===== config.mk =====
export PLATFORM = sky130hd
export DESIGN_NAME = gmii_tx_frame_guard
export DESIGN_NICKNAME = d
export VERILOG_FILES = /design/src/rtl/gmii_tx_guard_pkg.sv /design/src/rtl/ipg_timer.sv /design/src/rtl/gmii_tx_frame_guard.sv
export SDC_FILE = /design/constraint.sdc
export NUM_CORES = 1
export LEC_CHECK = 0
export CAP_MARGIN = 40
export CORE_MARGIN = 2
export CORE_UTILIZATION = 30
export CTS_CLUSTER_SIZE = 24
export DETAILED_ROUTE_END_ITERATION = 7
export MAX_ROUTING_LAYER = met4
export PLACE_DENSITY_LB_ADDON = 0.12
export SLEW_MARGIN = 10
export SYNTH_ARGS = -nofsm -noshare
export SYNTH_HDL_FRONTEND = slang
export SYNTH_SLANG_ARGS = --single-unit
export TNS_END_PERCENT = 50

===== constraint.sdc =====
create_clock -name clk -period 2.6 [get_ports clk]
set_input_delay 0.39 -clock clk [delete_from_list [all_inputs] [get_ports clk]]
set_output_delay 0.39 -clock clk [all_outputs]
set_load 0.02 [all_outputs]

===== src/rtl/gmii_tx_guard_pkg.sv =====
// Shared state encoding and GMII constants for the TX frame guard and related
// GMII framing blocks.
package gmii_tx_guard_pkg;

    typedef logic [1:0] tx_guard_state_t;

    localparam tx_guard_state_t IDLE  = 2'd0;
    localparam tx_guard_state_t FRAME = 2'd1;
    localparam tx_guard_state_t DRAIN = 2'd2;
    localparam tx_guard_state_t IPG   = 2'd3;

    localparam logic [7:0] GMII_IDLE_BYTE = 8'h00;

endpackage


===== src/rtl/ipg_timer.sv =====
// Loadable down-counter that stops at zero; done is high whenever it rests at 0.
// Used for TX inter-packet gap timing and reusable for RX IFG checking.
module ipg_timer #(
    parameter int TIMER_W = 4
) (
    input  logic               clk,
    input  logic               rst,
    input  logic               load,
    input  logic [TIMER_W-1:0] load_val,
    output logic               done
);

    logic [TIMER_W-1:0] cnt;

    always_ff @(posedge clk) begin
        if (rst) begin
            cnt <= '0;
        end else if (load) begin
            cnt <= load_val;
        end else if (cnt != '0) begin
            cnt <= cnt - TIMER_W'(1);
        end
    end

    assign done = (cnt == '0);

endmodule


===== src/rtl/gmii_tx_frame_guard.sv =====
// Forwards a framed byte stream onto GMII TX, enforces the minimum inter-packet
// gap and poisons aborted, underrun or oversize frames with a TX_ER cycle.
module gmii_tx_frame_guard
    import gmii_tx_guard_pkg::*;
#(
    parameter int MAX_FRAME_BYTES = 1530,
    parameter int IPG_BYTES       = 12,
    parameter int CNT_W           = 16
) (
    input  logic             clk,
    input  logic             rst,
    input  logic [7:0]       s_data,
    input  logic             s_valid,
    input  logic             s_last,
    input  logic             s_abort,
    output logic             s_ready,
    output logic [7:0]       gmii_txd,
    output logic             gmii_tx_en,
    output logic             gmii_tx_er,
    output logic             abort_pulse,
    output logic [CNT_W-1:0] abort_count
);

    localparam int BCNT_W = $clog2(MAX_FRAME_BYTES + 1);
    localparam int IPG_W  = (IPG_BYTES > 1) ? $clog2(IPG_BYTES) : 1;

    function automatic logic [CNT_W-1:0] sat_inc(input logic [CNT_W-1:0] v);
        return (&v) ? v : v + CNT_W'(1);
    endfunction

    tx_guard_state_t   state;
    tx_guard_state_t   state_nxt;
    logic [BCNT_W-1:0] byte_cnt;
    logic [BCNT_W-1:0] byte_cnt_nxt;
    logic [7:0]        txd_nxt;
    logic              en_nxt;
    logic              er_nxt;
    logic              pulse_nxt;
    logic              frame_err;
    logic              ipg_load;
    logic              ipg_done;

    assign s_ready = (state != IPG);

    // Abort, oversize and underrun all poison the wire identically; they only
    // differ in whether the offending beat was consumed (s_valid) or not.
    assign frame_err = !s_valid || s_abort ||
                       (byte_cnt == BCNT_W'(MAX_FRAME_BYTES));

    always_comb begin
        state_nxt    = state;
        byte_cnt_nxt = byte_cnt;
        txd_nxt      = GMII_IDLE_BYTE;
        en_nxt       = 1'b0;
        er_nxt       = 1'b0;
        pulse_nxt    = 1'b0;
        case (state)
            IDLE: begin
                if (s_valid) begin
                    if (s_abort) begin
                        pulse_nxt = 1'b1;
                        state_nxt = s_last ? IDLE : DRAIN;
                    end else begin
                        txd_nxt      = s_data;
                        en_nxt       = 1'b1;
                        byte_cnt_nxt = BCNT_W'(1);
                        state_nxt    = s_last ? IPG : FRAME;
                    end
                end
            end
            FRAME: begin
                if (frame_err) begin
                    en_nxt    = 1'b1;
                    er_nxt    = 1'b1;
                    pulse_nxt = 1'b1;
                    state_nxt = (s_valid && s_last) ? IPG : DRAIN;
                end else begin
                    txd_nxt      = s_data;
                    en_nxt       = 1'b1;
                    byte_cnt_nxt = byte_cnt + BCNT_W'(1);
                    if (s_last) begin
                        state_nxt = IPG;
                    end
                end
            end
            DRAIN: begin
                if (s_valid && s_last) begin
                    state_nxt = IPG;
                end
            end
            IPG: begin
                if (ipg_done) begin
                    state_nxt    = IDLE;
                    byte_cnt_nxt = '0;
                end
            end
            default: begin
                state_nxt    = IDLE;
                byte_cnt_nxt = '0;
            end
        endcase
    end

    // Loading on entry makes the IPG state last exactly IPG_BYTES cycles,
    // which lines up with the idle cycles seen on the registered pins.
    assign ipg_load = (state_nxt == IPG) && (state != IPG);

    ipg_timer #(
        .TIMER_W (IPG_W)
    ) u_ipg_timer (
        .clk      (clk),
        .rst      (rst),
        .load     (ipg_load),
        .load_val (IPG_W'(IPG_BYTES - 1)),
        .done     (ipg_done)
    );

    // Output register stage: everything on the pins is one cycle after accept.
    always_ff @(posedge clk) begin
        if (rst) begin
            state       <= IDLE;
            byte_cnt    <= '0;
            gmii_txd    <= GMII_IDLE_BYTE;
            gmii_tx_en  <= 1'b0;
            gmii_tx_er  <= 1'b0;
            abort_pulse <= 1'b0;
            abort_count <= '0;
        end else begin
            state       <= state_nxt;
            byte_cnt    <= byte_cnt_nxt;
            gmii_txd    <= txd_nxt;
            gmii_tx_en  <= en_nxt;
            gmii_tx_er  <= er_nxt;
            abort_pulse <= pulse_nxt;
            if (pulse_nxt) begin
                abort_count <= sat_inc(abort_count);
            end
        end
    end

endmodule


== Word level (Yosys, flattened, before mapping) ==
Index checks and enable logic that the tools add are counted.
Word-level totals
  bits in registers: 44
  input port bits: 13
  output and inout port bits: 28
  logic and storage cells: 67
Cells by class
  $add $sub $neg: 3
  eq/ne operators: 10
  mux-type cells: 28
  bitwise operators: 2
  reduce and logical (&&, ||, !) cells: 15
Operators by type and width (count)
  $mux 11: 4
  $pmux 11 s3: 1
  $mux 8: 3
  $add 16x1->16 const B: 1
  $mux 2: 8
  $pmux 8 s2: 1
  $reduce_and 16->1: 1
  $add 11x1->11 const B: 1
  $eq 11x11->1 const B: 1
  $ne 2x2->1 const B: 5
  $mux 4: 2
  $pmux 2 s4: 1
  $eq 2x2->1 const B: 3
  $mux 1: 6
  $reduce_and 5->1: 1
  $logic_not 4->1: 1
  $pmux 1 s2: 2
  $reduce_bool 4->1: 1
  $reduce_or 2->1: 2
  $sub 4x1->4 const B: 1
  $reduce_bool 3->1: 1
  $eq 2x1->1 const B: 1
  $logic_and 1x1->1: 2
  $logic_not 2->1: 1
  other kinds (5): 7

== Depth between registers and ports, before layout ==
  depth after elaboration: 8
  gate-level depth with buffers: 9
  depth with buffers taken out: 7

== Modules after synthesis ==
Synthesis repeated with hierarchy kept, for this count alone.
Unflattened totals
  cell total of the unflattened synthesis: 254
  area, all modules: 2162.1 µm²
By module, submodules not included
  gmii_tx_frame_guard: times used 1, cells an instance 230, area an instance 1933.1 µm², sequential area each 800.8 µm²
  ipg_timer: times used 1, cells an instance 24, area an instance 229.0 µm², sequential area each 80.1 µm²

== Least setup slack after synthesis ==
Ideal clock, no wire load.
  path type: reg2reg
  from: register abort_count[0]
  to: register abort_count[3]
  setup time: 0.070 ns
  data arrival time: 1.796 ns
  data required time: 2.530 ns
  setup slack: 0.734 ns
  stages on the path, launching flop included: 8
  path buffers: 1
  clock period less this slack: 1.866 ns
  path through: dfxtp_1 -> ha_1 -> nand4_1 -> nor4_1 -> a211o_1 -> clkbuf_1 -> o21ai_0 -> a21oi_1
Between the ends
  longest elaborated chain between the ends: 3
  elaborated cells between the ends (all ways): 4
  classes of those cells: add/sub (1); bitwise (1); reduce/logical (2)
Ends and longest elaborated chain
  from (decl): RTL line gmii_tx_frame_guard.sv:21  | output logic [CNT_W-1:0] abort_count
  from (signal assigned): RTL line gmii_tx_frame_guard.sv:136  | abort_count <= sat_inc(abort_count);
  branches (longest 3 deep; another with $add 16x1->16)
Several ways; the timed one is not identified.
A chain may end at the register's enable or synchronous reset.

== Worst setup path in the final report ==
  from: register byte_cnt[0]
  to: register abort_count[3]
Between the ends
  longest elaborated chain between the ends: 5
Ends and longest elaborated chain
  from (decl): RTL line gmii_tx_frame_guard.sv:33  | logic [BCNT_W-1:0] byte_cnt;
  from (signal assigned): RTL line gmii_tx_frame_guard.sv:130  | byte_cnt <= byte_cnt_nxt;
  $eq 11x11->1: RTL line gmii_tx_frame_guard.sv:48  | (byte_cnt == BCNT_W'(MAX_FRAME_BYTES));
  $logic_or 1x1->1: RTL line gmii_tx_frame_guard.sv:47  | assign frame_err = !s_valid || s_abort ||
  $mux 1: RTL line gmii_tx_frame_guard.sv:72  | if (frame_err) begin
  $pmux 1 s2: RTL line gmii_tx_frame_guard.sv:57  | case (state)
  $reduce_and 2->1 (no source line)
Every way passes these cells.

==> impl_results.md <==
- Status: completed
- Mux cell area share after synthesis: 0.009668
- Final nets: 301
- Hold Vio Cnt, Final: 0
- Initial Util: 0.3082
- Avg Cell Area, Syn: 8.557 sq um
- Final instance area: 0.002649 sq mm
- Pre-CTS setup slack: 0.2507 ns
- IO Count: 41
- DRT antenna net count: 0
- DRT iter0 DRCs: 69
- TritonCTS buffer count: 5
- TritonCTS clock tree: yes
- # diodes: 0
- Pwr/cell area: 531.9 mW/mm^2
- Global-route wire length before repair: 8418 um
- Seq/Total Area, Yosys: 0.4254
- Clock period minus worst slack: 2.161 ns
- Final HPWL DP: 3433 um
- Hold-fix buffers at CTS: 0
- Synth async-reset ratio: 0
- Slew margin rel.: 0.6020
- Post-synthesis xor/xnor area fraction: 0.01269
- Detailed-route DRC error count: 0
- Worst setup SP type: register
- Worst Skew: 0.003648 ns
- Buf+Inv Stages, Crit Path: 2
- Period utilization: 0.8313
- Synth unique cells: 44
- Die area: 0.007583 sq mm
- Cell family with most CP delay: simple AND/OR/NAND/NOR gates
- P&R area growth vs syn: 27.92%
- CP Capture Type: register
- Worst-Margin Slew: 0.5819 ns
- Placed Area: 0.002571 sq mm
- Req. time, crit path: 2.82 ns
- Pin count of the biggest net entering global routing: 21
- Hold WC Path Type: reg2reg
- Synthesis Warnings: 0
- Max FO, Critical Path: 14
- CTS resizes: 0
- Post-synthesis compound-gate area fraction: 0.1994
- Syn Nets: 258
- Worst EP arrival: 2.39 ns
- Adder-cell share of the synthesized area: 0.01813
- Clock slew at reported path FFs: 0.08 ns
- Critical path's slowest cell: a211o_1
- Post-CTS Setup Bufs: 0
- LEAKAGE: 0.8934 nW
- Fmax: 462.7 MHz
- GPL Wtd Cong: 0.7780
- Finish-stage setup viols: 0
- Critical Path Max Stage Delay: 0.41 ns
- #FFs+latches synth: 44
- Share of layout cells above drive strength 1: 0.07368
- Clk_lat worst skew: 0.29 ns
- Final Routed Wirelength: 4871 um
- Slew Viols, Final: 0
- Footprint of the multi-input gates: 0.001122 sq mm
- Register Area: 880.8 sq um
- Initial antenna violation count: 0
- Clk Tree Root Cell: clkbuf_8
- Predominant post-synthesis flop cell: dfxtp_1
- Max H-tree Level: 2
- Die height: 87.08 um
- Post-Syn Area: 0.002071 sq mm
- Critical path class: reg2reg
- Max-Cap Viols: 0
- Worst setup margin: 0.4387 ns
- Setup TNS Final: 0 ns
- Post-Synthesis Cells: 242
- Vias/cell: 5.126
- DRT Pass-1 Iters: 4
- Core ar.: 0.006719 sq mm
- Port buffer count: 40
- Post-synth EDFFs: 0
- Clock Tree Buf Depth: 2
- Die Width: 87.08 um
- Rows: 30
- Max VDD drop: 0.1806 mV
- Total GRT Usage: 0.1422
- Crit-path cells: inv_1 -> ha_1 -> and3b_1 -> nand4_4 -> a211o_1 -> buf_4 -> or3_1 -> a21oi_1
- Overflow after GRT: 0
- Largest family of logic cells by synthesized area: simple AND/OR/NAND/NOR gates
- Layout fillers: 687
- Routed WL per cell: 13.35 um
- RSZ-0062 raised after global routing: false
- Vias: 1871
- Clk sinks: 44
- Fraction of the mapped netlist area in simple logic gates: 0.3021
- WHS: 0.4895 ns
- Vias in the first global route: 1749
-- per-stage QoR --
stage | instances | utilization | power (mW)
floorplan | 242 | - | 0.9317
global placement | 358 | 0.3827 | 1.020
detailed placement | 358 | 0.3827 | 1.020
CTS | 365 | 0.3942 | 1.431
global route | 365 | 0.3942 | 1.492
finish | 365 | 0.3942 | 1.409
-- routing by layer --
| metal | wire, um | track usage |
|---|---|---|
| met5 | 0 | - |
| met4 | 46 | 0.05256 |
| met3 | 168 | 0.02370 |
| met2 | 2214 | 0.2248 |
| met1 | 2442 | 0.1822 |
-- worst min-delay path, stage by stage, from the launching register on --
cell and delay (ns):
dfxtp_1 0.34, nand2_1 0.06, a21oi_1 0.05
-- flip-flops by register name, indices dropped and copies added, names as in the netlist --
register	cells
gmii_tx_er	1
gmii_txd	8
abort_pulse	1
abort_count	16
state	2
u_ipg_timer.cnt	4
gmii_tx_en	1
byte_cnt	11
-- cells in the mapped netlist (2+ instances only) --
library cell	number	area (sq um)
a211oi_1	4	30.03
nor2_1	13	48.80
a221oi_1	2	17.52
and4_1	2	17.52
nand2b_1	2	12.51
nor3_1	2	10.01
buf_2	3	15.01
nand4_1	10	62.56
o31ai_1	6	45.04
or3_1	15	93.84
xor2_1	2	17.52
and3b_1	2	17.52
or4_1	4	30.03
a211o_1	2	17.52
and2_1	13	81.33
mux2i_1	2	20.02
nor4_1	2	12.51
nand2_1	21	78.83
a21oi_1	27	135.1
o21ai_0	18	90.09
a21o_1	2	15.01
nand3_1	7	35.03
dfxtp_1	44	880.8
and3_1	3	18.77
ha_1	3	37.54
inv_1	4	15.01
or2_2	3	18.77
nor2b_1	3	18.77
clkbuf_1	6	22.52
-- power breakdown --
| part | internal (mW) | switching (mW) | leakage [nW] | total (mW) |
|---|---|---|---|---|
| registers | 0.707 | 0.0409 | 0.357 | 0.748 |
| logic | 0.123 | 0.132 | 0.495 | 0.254 |
| clock network | 0.183 | 0.223 | 0.0410 | 0.406 |
-- layout by cell type, fill, tap and decap left out, types with 4 or more instances in the layout --
cell,Yosys,layout
clkbuf_8,0,5
and2_1,13,13
nand4_1,10,10
nand3_1,7,7
nor2_1,13,13
inv_1,4,4
a211oi_1,4,4
a21oi_1,27,27
or3_1,15,15
or4_1,4,4
buf_4,0,7
clkdlybuf4s50_1,0,40
nand2_1,21,21
o31ai_1,6,6
o21ai_0,18,18
dfxtp_1,44,44
-- kinds of logic after synthesis --
| kind of cell | after synthesis |
|---|---|
| and+or+nand+nor | 107 |
| xor gates and xnor gates | 3 |
| muxes | 2 |
| AOI/OAI and AO/OA | 68 |
| adders and majority gates | 3 |
| buffers and inverters | 15 |
| DFF | 44 |
-- final timing paths --
check / slack, ns / startpoint / cells past startpoint / to
hold reg to reg: 0.49 / abort_count[1] / 2 / abort_count[1]
setup reg to reg: 0.44 / byte_cnt[0] / 8 / abort_count[3]
setup / recovery: 0.44 / byte_cnt[0] / 8 / abort_count[3]
hold / removal: 0.49 / abort_count[1] / 2 / abort_count[1]
-- cell type report --
class,instances,share of cell area
multi-input combinational,183,0.4237
sequential,44,0.3325
timing repair buffer,47,0.1710
tap,80,0.03779
clock buffer,6,0.02740
inverter,4,0.005668
clock inverter,1,0.001889
Note: power is estimated with default switching activity, not from simulation.
